### config.mk
export PLATFORM = sky130hd
export DESIGN_NAME = s27_bist_ctrl
export DESIGN_NICKNAME = d
export VERILOG_FILES = /design/src/rtl/s27_bist_ctrl.sv
export SDC_FILE = /design/constraint.sdc
export NUM_CORES = 1
export LEC_CHECK = 0
export BUFFER_PORTS_ARGS = -buffer_cell sky130_fd_sc_hd__buf_2
export CORE_AREA = 4 4 66 68
export CTS_CLUSTER_DIAMETER = 150
export DETAILED_ROUTE_END_ITERATION = 10
export DIE_AREA = 0 0 70 72
export PLACE_DENSITY = 0.83
export SLEW_MARGIN = 20
export SYNTH_ARGS = -nofsm -noshare
export SYNTH_HDL_FRONTEND = slang
export SYNTH_SLANG_ARGS = --single-unit
### constraint.sdc
create_clock -name CK -period 5.1 [get_ports CK]
set_input_delay 0.51 -clock CK [delete_from_list [all_inputs] [get_ports CK]]
set_output_delay 0.51 -clock CK [all_outputs]
set_load 0.05 [all_outputs]
### src/rtl/s27_bist_ctrl.sv
// BIST sequencer for one s27 core: flush vector, LFSR patterns on G0..G3, SISR over G17 (ABORT port via S27_BIST_ABORT_EN).
// Latency: DONE/PASS rise FLUSH_CYC+PATTERNS edges after START is sampled; PO is compacted in the cycle its pattern is driven.
// Backpressure: none; START is ignored while BUSY, and ABORT (when built in) drops FLUSH/RUN back to IDLE.
module s27_bist_ctrl #(
    parameter int unsigned PATTERNS    = 255,
    parameter int unsigned FLUSH_CYC   = 2,
    parameter logic [3:0]  FLUSH_VEC   = 4'b0111,
    parameter logic [7:0]  LFSR_SEED   = 8'h01,
    parameter logic [15:0] MISR_GOLDEN = 16'h0000
) (
    input  logic        CK,
    input  logic        RN,
    input  logic        START,
    input  logic        PO,
`ifdef S27_BIST_ABORT_EN
    input  logic        ABORT,
`endif
    output logic [3:0]  TPAT,
    output logic        BUSY,
    output logic        DONE,
    output logic        PASS,
    output logic [15:0] SIG
);

    typedef enum logic [1:0] {
        S_IDLE  = 2'd0,
        S_FLUSH = 2'd1,
        S_RUN   = 2'd2,
        S_DONE  = 2'd3
    } state_t;

    // Terminal counts compared against the counter value before the edge, so the counter never wraps.
    localparam logic [15:0] FLUSH_LAST = 16'(FLUSH_CYC - 1);
    localparam logic [15:0] PAT_LAST   = 16'(PATTERNS - 1);
    localparam logic [15:0] SISR_POLY  = 16'h1020;

    state_t      state_q, state_d;
    logic [7:0]  lfsr_q, lfsr_d;
    logic [15:0] sig_q, sig_d;
    logic [15:0] cnt_q, cnt_d;
    logic        pass_q, pass_d;
    logic        fb;

    always_ff @(posedge CK or negedge RN) begin
        if (!RN) begin
            state_q <= S_IDLE;
            lfsr_q  <= LFSR_SEED;
            sig_q   <= 16'h0000;
            cnt_q   <= 16'h0000;
            pass_q  <= 1'b0;
        end else begin
            state_q <= state_d;
            lfsr_q  <= lfsr_d;
            sig_q   <= sig_d;
            cnt_q   <= cnt_d;
            pass_q  <= pass_d;
        end
    end

    always_comb begin
        state_d = state_q;
        lfsr_d  = lfsr_q;
        sig_d   = sig_q;
        cnt_d   = cnt_q;
        pass_d  = pass_q;
        fb      = sig_q[15] ^ PO;

        case (state_q)
            S_IDLE, S_DONE: begin
                if (START) begin
                    state_d = S_FLUSH;
                    lfsr_d  = LFSR_SEED;
                    sig_d   = 16'h0000;
                    cnt_d   = 16'h0000;
                    pass_d  = 1'b0;
                end
            end
            S_FLUSH: begin
                cnt_d = cnt_q + 16'd1;
                if (cnt_q == FLUSH_LAST) begin
                    state_d = S_RUN;
                    cnt_d   = 16'h0000;
                end
            end
            S_RUN: begin
                lfsr_d = {lfsr_q[6:0], lfsr_q[7] ^ lfsr_q[5] ^ lfsr_q[4] ^ lfsr_q[3]};
                sig_d  = {sig_q[14:0], fb} ^ (fb ? SISR_POLY : 16'h0000);
                cnt_d  = cnt_q + 16'd1;
                if (cnt_q == PAT_LAST) begin
                    state_d = S_DONE;
                    pass_d  = (sig_d == MISR_GOLDEN);
                end
            end
            default: state_d = S_IDLE;
        endcase

`ifdef S27_BIST_ABORT_EN
        // Abort beats a same-cycle START in IDLE; a finished result in DONE is left untouched.
        if (ABORT && (state_q != S_DONE)) begin
            state_d = S_IDLE;
            lfsr_d  = LFSR_SEED;
            sig_d   = 16'h0000;
            cnt_d   = 16'h0000;
            pass_d  = 1'b0;
        end
`endif
    end

    always_comb begin
        TPAT = FLUSH_VEC;
        BUSY = 1'b0;
        DONE = 1'b0;
        case (state_q)
            S_FLUSH: BUSY = 1'b1;
            S_RUN: begin
                BUSY = 1'b1;
                TPAT = lfsr_q[3:0];
            end
            S_DONE:  DONE = 1'b1;
            default: ;
        endcase
    end

    assign PASS = pass_q;
    assign SIG  = sig_q;

endmodule

=== Word level (Yosys, flattened, before mapping) ===
Index checks and enable logic that the tools add are counted.

* Eq/ne operators: 8
* Bitwise logic cells: 5
* $add $sub $neg: 1
* Muxes and demuxes: 17
* Reduce and logical (&&, ||, !) cells: 8

{| class="wikitable"
|+ Operators with widths
! cell !! count
|-
| $pmux 16 s3 || 1
|-
| $mux 16 || 2
|-
| $pmux 16 s2 || 1
|-
| $add 16x1->16 const B || 1
|-
| $eq 16x1->1 const B || 1
|-
| $eq 16x8->1 const B || 1
|-
| $logic_not 16->1 || 1
|-
| $pmux 8 s2 || 1
|-
| $xor 16x13->16 || 1
|-
| $mux 13 || 1
|-
| $mux 8 || 1
|-
| $mux 2 || 3
|-
| $ne 2x2->1 const B || 3
|-
| $pmux 2 s3 || 1
|-
| $reduce_and 3->1 || 2
|-
| $eq 2x2->1 const B || 2
|-
| $mux 1 || 4
|-
| $mux 4 || 1
|-
| $reduce_or 2->1 || 2
|-
| $xor 1x1->1 || 4
|-
| $eq 2x1->1 const B || 1
|-
| $logic_not 2->1 || 1
|-
| $pmux 1 s2 || 1
|-
| $reduce_and 2->1 || 1
|-
| $reduce_bool 2->1 || 1
|}

* Logic and storage cells: 44
* Register bits: 43
* Input bits: 4

=== Logic depth before layout (Yosys ltp) ===
* Word-level depth: 6
* Gate-level depth with buffers: 8
* Depth with buffers taken out: 6

=== Worst setup path after synthesis ===
No wires, ideal clock.

* Path kind: reg-to-reg
* Start: register state_q[0]
* End: register cnt_q[10]
* Arrival: 2.124 ns
* Required time: 4.971 ns
* Stages on the path, launching flop included: 8
* Slack: 2.847 ns
* Cells stage by stage: dfrtp_1 > inv_1 > ha_1 > or4b_2 > or4_4 > buf_6 > a31oi_1 > o22ai_1

* Longest elaborated chain between the ends: 3
* Elaborated cells between the ends (all ways): 7

{| class="wikitable"
|+ RTL lines
! what !! RTL line !! RTL
|-
| start, declared || 37 || <nowiki>state_t state_q, state_d;</nowiki>
|-
| start signal, assigned || 52 || <nowiki>state_q <= state_d;</nowiki>
|-
| $eq 2x2->1 / $logic_not 2->1 (equally long branches) || 68 || <nowiki>case (state_q)</nowiki>
|-
| $reduce_or 2->1 || 68 ||
|-
| $pmux 16 s3 / $ne 2x2->1 (equally long branches) || - ||
|-
| end signal, assigned || 55 || <nowiki>cnt_q <= cnt_d;</nowiki>
|-
| end, declared || 40 || <nowiki>logic [15:0] cnt_q, cnt_d;</nowiki>
|}

Several ways; a longest one is shown, not always the timed one.
A chain may end at the register's enable or synchronous reset.

=== Worst setup path in the final report ===
* Start: register state_q[0]
* End: register cnt_q[15]

The elaborated chain is that of the path after synthesis.

==> results by group <==
Clock network
  – Root buffer cell: clkbuf_8
  – CTS tree: yes
  – PostCTS Resize Cnt: 0
  – H-tree depth: 2
  – CTS max path bufs: 2
  – Hold-fix buffers at CTS: 0
  – Worst skew pair latency: ~310 ps
  – Post-CTS setup buffers: 0
  – Num CTS Buffers: 5
  – Clk slew on worst S/H paths: 90 ps
  – Sink Count: between 40 and 50

Pwr
  – Cell Pwr Density: approximately 470 nW/um2
  – P_leak: 1.21 nW
  – VDD IR max: just under 0.6 mV

Drt
  – # DRC: 0
  – Routed Antenna Nets: 0
  – Detailed Route Iter0 Violations: approximately 150
  – DRT Wirelength: 5130 um
  – Routed len/inst: approximately 18 um
  – Vias per cell: ~6.5
  – 1st-pass router iterations: 4
  – Vias post-DR: about 1900

Timing
  – Tmin final: ~2700 ps
  – RSZ-0062 raised after global routing: false
  – Worst-margin pin slew: 956 ps
  – Setup TNS: 0 ps
  – Final setup fails: 0
  – Max-slew violation count: 0
  – Highest clock rate: 369 MHz
  – Clock Skews: roughly 12 ps
  – Slew margin rel.: 36.3%
  – Fin crit share: ~53%
  – Count of final hold-check violations: 0

Logic synthesis
  – Cells after synthesis: 214
  – Main flop type after synthesis: dfrtp_1
  – Warnings, synthesis: 0
  – Synth unique cells: 41
  – Async S/R FF share, synth: 100%
  – Avg Inst Size Synth: approximately 11 um2
  – Most instantiated library cell after synthesis: dfrtp_1
  – Syn nets: approximately 230
  – Area contributors post-synth: dfrtp_1 (47%), a22o_1 (8.5%), a31oi_1 (4.7%), ha_1 (3.9%), nand3_1 (2.7%)
  – Synth top cells by count: dfrtp_1 (42), a22o_1 (22), a31oi_1 (17)
  – Cell Area, Synth: around 2300 um2
  – Number of synthesized register bits: 43
  – Share of the synthesized area in the top cell type: between 40% and 50%
  – Seq/Total Area, Yosys: around 48%
  – Post-synth top area cell: dfrtp_1
  – Number of synthesized flops with an enable pin: 0

Finish
  – Area Growth Syn to Fin: 10.8%
  – # diodes: 0
  – Final Util: about 65%
  – Final #Nets: approximately 240
  – Ratio of cells with drive above 1 in the final layout: 20.9%

Global routing
  – First-pass GRT wire length: 8910 um
  – Pin count of the biggest net entering global routing: 44
  – Vias in the first global route: approximately 1800
  – Gr ovfl total: 0
  – GRT Total Usage: 22.4%
  – Initial antenna violation count: 0

Floorplanning
  – Die ar.: roughly 5000 um2
  – Core Area: between 3000 and 4000 um2
  – Die X: about 70 um
  – Initial core utilization: 58.6%
  – Core Rows: 23
  – IO Pins: 27
  – DIE HEIGHT: ~70 um

Setup path
  – Critical path data arrival time: around 2900 ps
  – Worst EP required: around 5300 ps
  – Worst-path fanout max: 22
  – Setup crit end kind: register
  – Crit Path Class: reg -> reg
  – CP Launch Type: register

Worst hold path
  – Hold Path Class: in -> async

Placement
  – Dpl hpwl: between 3000 and 4000 um
  – PortBufs: 26
  – GP Congestion: 0.814

Outcome
  – Run status: complete, no violations

Job
  – Max Cap Viol: 0
-- layer usage --
metal	vias to the layer above	global-route usage, %	wire [um]
met5	-	0	0
met4	0	8.94	101
met3	9	3.88	192
met2	49	37.0	2530
met1	949	29.6	2310
li1	849	-	-
-- through the flow --
stage                     std cells  cell area, um2  hold WS [ps]  power [mW]  setup slack [ps]
final                           284            2500           351        1.18              2390
after global routing            284            2500           429        1.23              2260
after CTS                       284            2500           383        1.18              2400
after detailed placement        276            2380           482       0.900              2460
after global placement          276            2380           472       0.890              2510
after floorplan                 214            2260           214       0.790              2850
-- cell type report --
cell class / count / area [um2]
fillers: 316 / 1350
flip-flops and latches: 43 / 1080
multi-input cells: 146 / 1060
repair buffers: 28 / 145
clock buffers: 6 / 82.6
well taps: 50 / 62.6
clock inverters: 2 / 38.8
inverters: 9 / 33.8
-- registers in the layout (all words and copies together) (netlist names) --
name     cells
PASS         1
SIG         16
cnt_q       16
lfsr_q       8
state_q      2
-- path summary, 6_finish.rpt --
| check | startpoint | endpoint | slack, ps | cells past startpoint |
|---|---|---|---|---|
| max in group asynchronous | RN | SIG[4] | 4160 | 1 |
| min in group CK | lfsr_q[6] | lfsr_q[7] | 500 | 1 |
| worst max-delay path | state_q[0] | cnt_q[15] | 2390 | 6 |
| worst max register to register | state_q[0] | cnt_q[15] | 2390 | 6 |
| worst min-delay path | RN | cnt_q[15] | 350 | 1 |
| worst min register to register | lfsr_q[6] | lfsr_q[7] | 500 | 1 |
-- critical path, cell delays in order, from the launching register on --
cell,delay (ps)
dfrtp_1,420
inv_1,70
ha_1,350
or4b_2,710
or4_4,580
nand2_1,280
o211ai_1,150
-- where the power goes --
group	leakage, nW	switching [mW]	internal (mW)
clock	0.0618	0.124	0.161
combinational	0.613	0.301	0.111
sequential	0.535	0.0745	0.407
total	1.21	0.500	0.679
-- cell usage in the layout, fill, tap and decap left out, types with 5 or more instances in the layout --
cell type / n
a22o_1: 22
inv_1: 9
nand4_1: 9
ha_1: 7
dfrtp_1: 42
a31oi_1: 17
nand3_1: 12
nor2_1: 7
nand2_1: 11
buf_2: 26
nand2b_1: 7
clkbuf_8: 6
o22ai_1: 5
-- kinds of logic (layout without fill, tap and decap cells) --
logic type | count (synthesis) | in the layout | share of synthesized area, %
and+or+nand+nor | 72 | 72 | 19.3
AOI/OAI and AO/OA | 56 | 56 | 19.1
DFF | 43 | 43 | 47.7
buffers and inverters | 25 | 45 | 5.43
adders and majority gates | 7 | 7 | 3.88
xor gates and xnor gates | 6 | 6 | 2.33
muxes | 5 | 5 | 2.27
No activity file was read; power rests on OpenSTA's default activity.
